[config.mk]
export PLATFORM = sky130hd
export DESIGN_NAME = h_csr_loader
export DESIGN_NICKNAME = d
export VERILOG_FILES = /design/src/rtl/gat_pkg.sv /design/src/rtl/h_csr_loader.sv
export SDC_FILE = /design/constraint.sdc
export NUM_CORES = 1
export LEC_CHECK = 0
export ABC_AREA = 1
export CAP_MARGIN = 20
export CORE_MARGIN = 1
export CORE_UTILIZATION = 53
export DETAILED_ROUTE_END_ITERATION = 10
export PLACE_DENSITY = 0.92
export RECOVER_POWER = 50
export SLEW_MARGIN = 0
export SYNTH_ARGS = -nofsm -noshare
export SYNTH_HDL_FRONTEND = slang
export SYNTH_SLANG_ARGS = --single-unit
[constraint.sdc]
create_clock -name clk -period 30.2 [get_ports clk]
set_input_delay 6.04 -clock clk [delete_from_list [all_inputs] [get_ports clk]]
set_output_delay 6.04 -clock clk [all_outputs]
set_load 0.05 [all_outputs]
[src/rtl/gat_pkg.sv]
// Shared types and widths for the H-matrix CSR loader.
// Holds the matrix geometry, the loader FSM state encoding, the per-row
// info record {nnz, nonempty}, and the nnz saturation helper.
package gat_pkg;

  localparam int unsigned DATA_WIDTH     = 8;
  localparam int unsigned H_NUM_OF_ROWS  = 5;
  localparam int unsigned H_NUM_OF_COLS  = 5;
  localparam int unsigned COL_IDX_WIDTH  = $clog2(H_NUM_OF_COLS);
  localparam int unsigned ROW_LEN_WIDTH  = $clog2(H_NUM_OF_COLS + 1);
  localparam int unsigned ROW_INFO_WIDTH = ROW_LEN_WIDTH + 1;
  localparam int unsigned ROW_CNT_WIDTH  = $clog2(H_NUM_OF_ROWS);

  typedef enum logic [1:0] {
    HDR  = 2'd0,
    DATA = 2'd1,
    FULL = 2'd2
  } loader_state_e;

  typedef struct packed {
    logic [ROW_LEN_WIDTH-1:0] nnz;
    logic                     nonempty;
  } row_info_t;

  // Clamp a header nonzero count to the row capacity.
  function automatic logic [ROW_LEN_WIDTH-1:0] sat_nnz(input logic [ROW_LEN_WIDTH-1:0] n);
    return (n > ROW_LEN_WIDTH'(H_NUM_OF_COLS)) ? ROW_LEN_WIDTH'(H_NUM_OF_COLS) : n;
  endfunction

endpackage

[src/rtl/h_csr_loader.sv]
// h_csr_loader: assembles a CSR-ordered beat stream of the sparse feature
// matrix H into per-row register arrays and hands the full frame to the
// sparse-dense multiply stage with a valid/ready frame handshake.
//
// Ports:
//   clk, rst_n      clock (rising edge); asynchronous reset, active HIGH
//   in_valid/ready  beat handshake; in_ready is low while a frame is held
//   in_hdr          1 = header beat, in_value low bits carry the row nnz
//   in_col_idx      column of a data beat
//   in_value        data value (or header nnz)
//   row_col_idx_o   [row][entry] column indices, unwritten entries read 0
//   row_value_o     [row][entry] values, unwritten entries read 0
//   row_info_o      [row] {nnz, nonempty}
//   frame_valid_o   complete frame held stable
//   frame_ready_i   multiply stage takes the frame
//   err_o           sticky protocol error, cleared only by reset
//
// Optional build macro CSR_LOADER_CHECK_EN adds column-order/range and
// header-overflow checks that flag err_o (beats are still stored).
module h_csr_loader
  import gat_pkg::*;
(
  input  logic                                                       clk,
  input  logic                                                       rst_n,
  input  logic                                                       in_valid,
  output logic                                                       in_ready,
  input  logic                                                       in_hdr,
  input  logic [COL_IDX_WIDTH-1:0]                                   in_col_idx,
  input  logic [DATA_WIDTH-1:0]                                      in_value,
  output logic [H_NUM_OF_ROWS-1:0][H_NUM_OF_COLS-1:0][COL_IDX_WIDTH-1:0] row_col_idx_o,
  output logic [H_NUM_OF_ROWS-1:0][H_NUM_OF_COLS-1:0][DATA_WIDTH-1:0]    row_value_o,
  output row_info_t [H_NUM_OF_ROWS-1:0]                              row_info_o,
  output logic                                                       frame_valid_o,
  input  logic                                                       frame_ready_i,
  output logic                                                       err_o
);

  loader_state_e              r_state;
  logic [ROW_CNT_WIDTH-1:0]   r_row_cnt;
  logic [ROW_LEN_WIDTH-1:0]   r_ent_cnt;
  logic [ROW_LEN_WIDTH-1:0]   r_nnz;

  logic                       w_accept;
  logic                       w_last_row;
  logic                       w_last_ent;
  logic [ROW_LEN_WIDTH-1:0]   w_hdr_nnz;
  logic                       w_hdr_err;
  logic                       w_col_err;

  assign w_accept   = in_valid && in_ready;
  assign w_last_row = (r_row_cnt == ROW_CNT_WIDTH'(H_NUM_OF_ROWS - 1));
  assign w_last_ent = (r_ent_cnt == (r_nnz - ROW_LEN_WIDTH'(1)));
  assign w_hdr_nnz  = sat_nnz(in_value[ROW_LEN_WIDTH-1:0]);

`ifdef CSR_LOADER_CHECK_EN
  logic [COL_IDX_WIDTH-1:0] r_prev_col;

  // Columns within a row must be in range and strictly ascending.
  assign w_col_err = (in_col_idx >= COL_IDX_WIDTH'(H_NUM_OF_COLS)) ||
                     ((r_ent_cnt != '0) && (in_col_idx <= r_prev_col));
  assign w_hdr_err = (in_value[ROW_LEN_WIDTH-1:0] > ROW_LEN_WIDTH'(H_NUM_OF_COLS));

  // Last stored column of the current row, for the ordering check.
  always_ff @(posedge clk or posedge rst_n) begin
    if (rst_n) begin
      r_prev_col <= '0;
    end else if (w_accept && (r_state == DATA) && !in_hdr) begin
      r_prev_col <= in_col_idx;
    end
  end
`else
  assign w_col_err = 1'b0;
  assign w_hdr_err = 1'b0;
`endif

  // Loader FSM, counters and frame register arrays.
  always_ff @(posedge clk or posedge rst_n) begin
    if (rst_n) begin
      r_state       <= HDR;
      r_row_cnt     <= '0;
      r_ent_cnt     <= '0;
      r_nnz         <= '0;
      in_ready      <= 1'b1;
      frame_valid_o <= 1'b0;
      err_o         <= 1'b0;
      row_col_idx_o <= '0;
      row_value_o   <= '0;
      row_info_o    <= '0;
    end else begin
      unique case (r_state)
        HDR: begin
          if (w_accept) begin
            if (in_hdr) begin
              row_info_o[r_row_cnt] <= '{nnz: w_hdr_nnz, nonempty: (w_hdr_nnz != '0)};
              r_ent_cnt             <= '0;
              r_nnz                 <= w_hdr_nnz;
              if (w_hdr_err) err_o <= 1'b1;
              // Empty row completes immediately without data beats.
              if (w_hdr_nnz == '0) begin
                if (w_last_row) begin
                  r_state       <= FULL;
                  in_ready      <= 1'b0;
                  frame_valid_o <= 1'b1;
                end else begin
                  r_row_cnt <= r_row_cnt + ROW_CNT_WIDTH'(1);
                end
              end else begin
                r_state <= DATA;
              end
            end else begin
              err_o <= 1'b1;
            end
          end
        end
        DATA: begin
          if (w_accept) begin
            if (!in_hdr) begin
              row_col_idx_o[r_row_cnt][r_ent_cnt] <= in_col_idx;
              row_value_o[r_row_cnt][r_ent_cnt]   <= in_value;
              r_ent_cnt                           <= r_ent_cnt + ROW_LEN_WIDTH'(1);
              if (w_col_err) err_o <= 1'b1;
              if (w_last_ent) begin
                if (w_last_row) begin
                  r_state       <= FULL;
                  in_ready      <= 1'b0;
                  frame_valid_o <= 1'b1;
                end else begin
                  r_state   <= HDR;
                  r_row_cnt <= r_row_cnt + ROW_CNT_WIDTH'(1);
                end
              end
            end else begin
              err_o <= 1'b1;
            end
          end
        end
        FULL: begin
          // Handoff: clear the arrays so unwritten entries of the next frame read 0.
          if (frame_ready_i && frame_valid_o) begin
            r_state       <= HDR;
            r_row_cnt     <= '0;
            r_ent_cnt     <= '0;
            in_ready      <= 1'b1;
            frame_valid_o <= 1'b0;
            row_col_idx_o <= '0;
            row_value_o   <= '0;
            row_info_o    <= '0;
          end
        end
        default: begin
          r_state <= HDR;
        end
      endcase
    end
  end

endmodule

---- After elaboration in Yosys (flattened, before gate mapping) ----
Index checks and enable logic that the tools add are counted.
storage, ports and cells
  logic and storage cells ................. 180
  bits in registers ....................... 309
  input port bits ......................... 16
  output and inout port bits .............. 298
cells by class
  add/subtract/negate cells ............... 3
  $lt $le $gt $ge ......................... 5
  equal/unequal tests ..................... 14
  reduce and logical (&&, ||, !) cells .... 18
  mux-type cells .......................... 73
operators by type and width
  kind                                                number
  2-to-1 mux 200 bit                                  3
  one-hot mux 200 bit (2 select lines)                1
  2-to-1 mux 75 bit                                   3
  bitwise mux 200 bit                                 1
  one-hot mux 75 bit (2 select lines)                 1
  demux 40 bit (select 3 bit)                         1
  bitwise mux 75 bit                                  1
  2-to-1 mux 20 bit                                   3
  demux 15 bit (select 3 bit)                         1
  2-to-1 mux 3 bit                                    14
  2-to-1 mux 40 bit                                   1
  one-hot mux 20 bit (2 select lines)                 1
  demux 8 bit (select 3 bit)                          1
  bitwise mux 20 bit                                  1
  2-to-1 mux 1 bit                                    20
  2-to-1 mux 2 bit                                    9
  inequality test 2 bit, second input constant        9
  one-hot mux 3 bit (3 select lines)                  2
  2-to-1 mux 15 bit                                   1
  demux 4 bit (select 3 bit)                          1
  demux 3 bit (select 3 bit)                          1
  < comparator 3 x 4 -> 1 bit, second input constant  2
  2-to-1 mux 8 bit                                    1
  AND reduction 4 bit                                 2
  other kinds (23)                                    32

---- Longest topological paths before layout ----
  depth after elaboration ................. 10
  gate-level depth with buffers ........... 11
  depth with buffers taken out ............ 11

---- Worst setup path after synthesis ----
No wires, ideal clock.
  path kind ............................... input-to-reg
  from .................................... input in_valid
  to ...................................... register row_info_o[0] in the netlist's numbering
  setup time .............................. 0.119 ns
  data arrival time ....................... 7.111 ns
  setup slack ............................. 22.969 ns
  path buffers ............................ 0
  cell stages on the path ................. 9
  data required time ...................... 30.081 ns
  cell sequence ........................... nand2_1 > inv_1 > nand2_1 > nand2_1 > nand4_1 > nor2_1 > nand2_1 > nand2_1 > nand2_1
on the way
  cells in the longest elaborated chain, start to end .. 3
RTL lines
  element                                 line                text
  from (decl)                             h_csr_loader.sv:25  input logic in_valid,
  logical AND 1 bit                       h_csr_loader.sv:50  assign w_accept = in_valid && in_ready;
  inequality test 2 bit (no source line)  -
  AND reduction 4 bit (no source line)    -
  to (signal, indexed assignment)         h_csr_loader.sv:94  row_info_o[r_row_cnt] <= '{nnz: w_hdr_nnz, nonempty: (w_hdr_nnz != '0)};
  to (decl)                               h_csr_loader.sv:32  output row_info_t [H_NUM_OF_ROWS-1:0] row_info_o,
No other way between the ends.
A chain may end at the register's enable or synchronous reset.

==> results.yml <==
sta:
  fin_tns_setup_ns: 0
  rsz0062_at_grt: "no"
  hold_violations: 0
  setup-violations-final: 0
  max_slew_margin_pct: -247.1
  maxClockFrequency_mhz: 80.69
  layout_min_cycle_time_ns: 12.39
  tightest_slew_ns: 5.206
  final.period_utilization_pct: 41.04
  finClkSkew_ns: 0.01356
  maxSlewViolCount: 247
routing:
  routedWlPerCell_um: 21.00
  wirelength_um: 38790
  first_iter_violations: 1037
  drt.antenna.violating_nets: 0
  viasPerCell: 5.994
  drt_first_pass_iters: 5
  drc: 0
  vias: 11070
logic_synthesis:
  ys_seq_elements: 309
  synth_edf_count: 0
  synthCells: 1235
  yosysSeqAreaShare_pct: 62.22
  netlist_area_mm2: 0.01243
  syn_area_per_cell_um2: 10.06
  ys_types: 27
  yosysWarningCount: 0
  syn_nets: 1255
  synth_flop_cell: "dfrtp_1"
  postSynth.asyncResetShare_pct: 100.0
clocking:
  clkSinkCount: 309
  cts_setup_buffers: 0
  clk_latency_ns: 0.55
  clk_pin_slew_ns: 0.06
  clk_path_buf_depth: 3
  ctsHoldBuffers: 0
  h-tree-depth: 1
  post_cts_resized: 0
  cts_buffers: 30
  tritoncts: "yes"
  cts-root-buf: "clkbuf_16"
finish:
  num_antenna_cells: 0
  layout_common_cells: "308 x dfrtp_1, 289 x nand3_1, 243 x o21ai_0, 188 x dlygate4sd3_1, 137 x nand2_1"
  layout-drive-gt1-share_pct: 6.193
  final_util_pct: 72.87
  final_area_mm2: 0.01665
  final_nets: 1533
  syn2layout_area_growth_pct: 33.94
  final_common_cell: "dfrtp_1"
global_route:
  antenna_found_initial: 0
  grt_pass1_wl_um: 59300
  grt_pass1_vias: 10519
  grt-ovfl-total: 0
  grt_usage_pct: 31.73
  grt_max_degree: 157
power_and_ir_drop:
  p_per_area_mw_per_mm2: 48.12
  combPwrFrac_pct: 2.2
  switchingPower_w: 0.0001709
  ir_drop_v: 0.00003187
  p_leak_nw: 7.927
  internal_power_w: 0.0006302
  switching_share_pct: 21.33
  clkPwrFrac_pct: 46.1
  seqPwrFrac_pct: 51.7
worst_setup_path:
  slowest_stage: "clkbuf_1"
  worst_setup_path_end_kind: "async pin"
  path_class: "in -> async"
  critical_path.max_fanout: 101
  critPathLaunch: "rst_n"
  crit_cells: 3
  r2r_slack_ns: 26.65
  cp_data_required_time_ns: 29.60
  crit_path_cell_trace: "dlygate4sd3_1 > clkinvlp_2 > clkbuf_1"
  crit_end: "row_col_idx_o[58]"
  cp-start-kind: "primary input"
  r2r-start: "r_state[1]"
  critical_path_arrival_ns: 11.79
  crit_family: "buffers and inverters"
  r2r.worst_path.cells: 7
  path_buf_inv: 3
  slowest_delay_ns: 3.72
  r2r_end: "row_value_o[33]"
floorplan:
  top_level_ports: 314
  fp.dieH_um: 155.1
  die-area_mm2: 0.02407
  core-area_mm2: 0.02285
  start_util_pct: 54.40
  die_w_um: 155.1
  fp-row-count: 55
worst_hold_path:
  hp-class: "reg -> reg"
flow_run:
  maxCapViolCount: 4
outcome:
  violations: "capacitance limit, slew limit"
  outcome: "finished, violations left"
place:
  placed_cell_area_mm2: 0.01556
  dp_hpwl_um: 25220
  gp_congestion: 0.8710
  io_buffer_count: 313
[metal layers]
| layer | GRT usage (%) | share of wire [%] | routed length [µm] | vias to the layer above |
|---|---|---|---|---|
| li1 | - | - | - | 4846 |
| met1 | 41.57 | 39 | 15020 | 5399 |
| met2 | 50.39 | 47 | 18170 | 699 |
| met3 | 6.657 | 9.4 | 3643 | 126 |
| met4 | 15.98 | 5.0 | 1952 | 0 |
| met5 | 0 | 0 | 0 | - |
[worst reg2reg max path, cell delays in order, from the launching register on]
cell	delay, ns
dfrtp_1	0.42
inv_2	0.13
nor2_4	0.27
nand3_4	0.52
nand2_4	0.81
nand3_1	0.69
buf_8	0.38
o21ai_0	0.22
[cells in the mapped netlist (2+ instances only)]
library cell,n,area [µm²]
ha_1,4,50.05
o22ai_1,11,68.82
nand4_1,6,37.54
o21ai_1,36,180.2
nand2_2,10,62.56
nand2_4,2,22.52
nand3_1,289,1446
a21oi_1,2,10.01
buf_2,18,90.09
inv_1,54,202.7
nand3_4,13,227.7
buf_1,18,67.56
o21ai_0,242,1211
nand2_1,137,514.2
nor2_1,27,101.4
inv_2,2,7.510
buf_6,18,202.7
dfrtp_1,308,7707
clkbuf_1,30,112.6
[registers in the layout, indices dropped and copies added (netlist names)]
name,count
row_value_o,200
row_col_idx_o,75
row_info_o,20
r_ent_cnt,3
r_nnz,3
r_row_cnt,3
r_state,2
err_o,1
frame_valid_o,1
in_ready,1
[final cells by class]
| type | instances | area, µm² |
|---|---|---|
| Clock buffer | 40 | 849.6 |
| Clock inverter | 13 | 117.6 |
| Fill cell | 1519 | 6198 |
| Inverter | 56 | 211.5 |
| Multi-Input combinational cell | 784 | 3983 |
| Sequential cell | 309 | 7734 |
| Tap cell | 313 | 391.6 |
| Timing Repair Buffer | 332 | 3362 |
[worst min-delay path by stage]
stage / slack [ns] / depth (start not counted) / end / startpoint
2_1_floorplan: 0.51 / 2 / r_nnz[1] / r_nnz[1]
5_1_grt: 0.48 / 2 / row_info_o[9] / row_info_o[9]
6_report: 0.46 / 2 / row_info_o[9] / row_info_o[9]
4_1_cts: 0.47 / 2 / row_info_o[9] / row_info_o[9]
3_5_place_dp: 0.46 / 2 / row_info_o[9] / row_info_o[9]
3_3_place_gp: 0.46 / 2 / row_info_o[17] / row_info_o[17]
[kinds of logic (layout without fill, tap and decap cells)]
logic type	Yosys count	in the layout	synth area share, %
simple gates	488	488	19.69
flops	309	309	62.22
compound gates	292	292	11.91
buf+inv	142	441	5.778
fa+ha+maj	4	4	0.4027
[power groups by stage]
stage / clock network [W] / logic (W) / registers [W]
final: 0.000370 / 0.0000174 / 0.000414
after global routing: 0.000389 / 0.0000193 / 0.000414
after CTS: 0.000371 / 0.0000171 / 0.000414
after detailed placement: 0 / 0.0000170 / 0.000422
after global placement: 0 / 0.0000163 / 0.000422
after floorplan: 0 / 0.00000894 / 0.000422
[metrics by stage]
step                      worst slack [ns]  power (W)  hold WS (ns)  cells
after floorplan                      15.62  0.0004307        0.5076   1235
after global routing                 16.35  0.0008225        0.4820   1847
after CTS                            21.12  0.0008023        0.4734   1838
after global placement               20.76  0.0004379        0.4568   1783
final                                17.81  0.0008012        0.4641   1847
after detailed placement             20.60  0.0004386        0.4574   1785
Note: power is estimated with default switching activity, not from simulation.
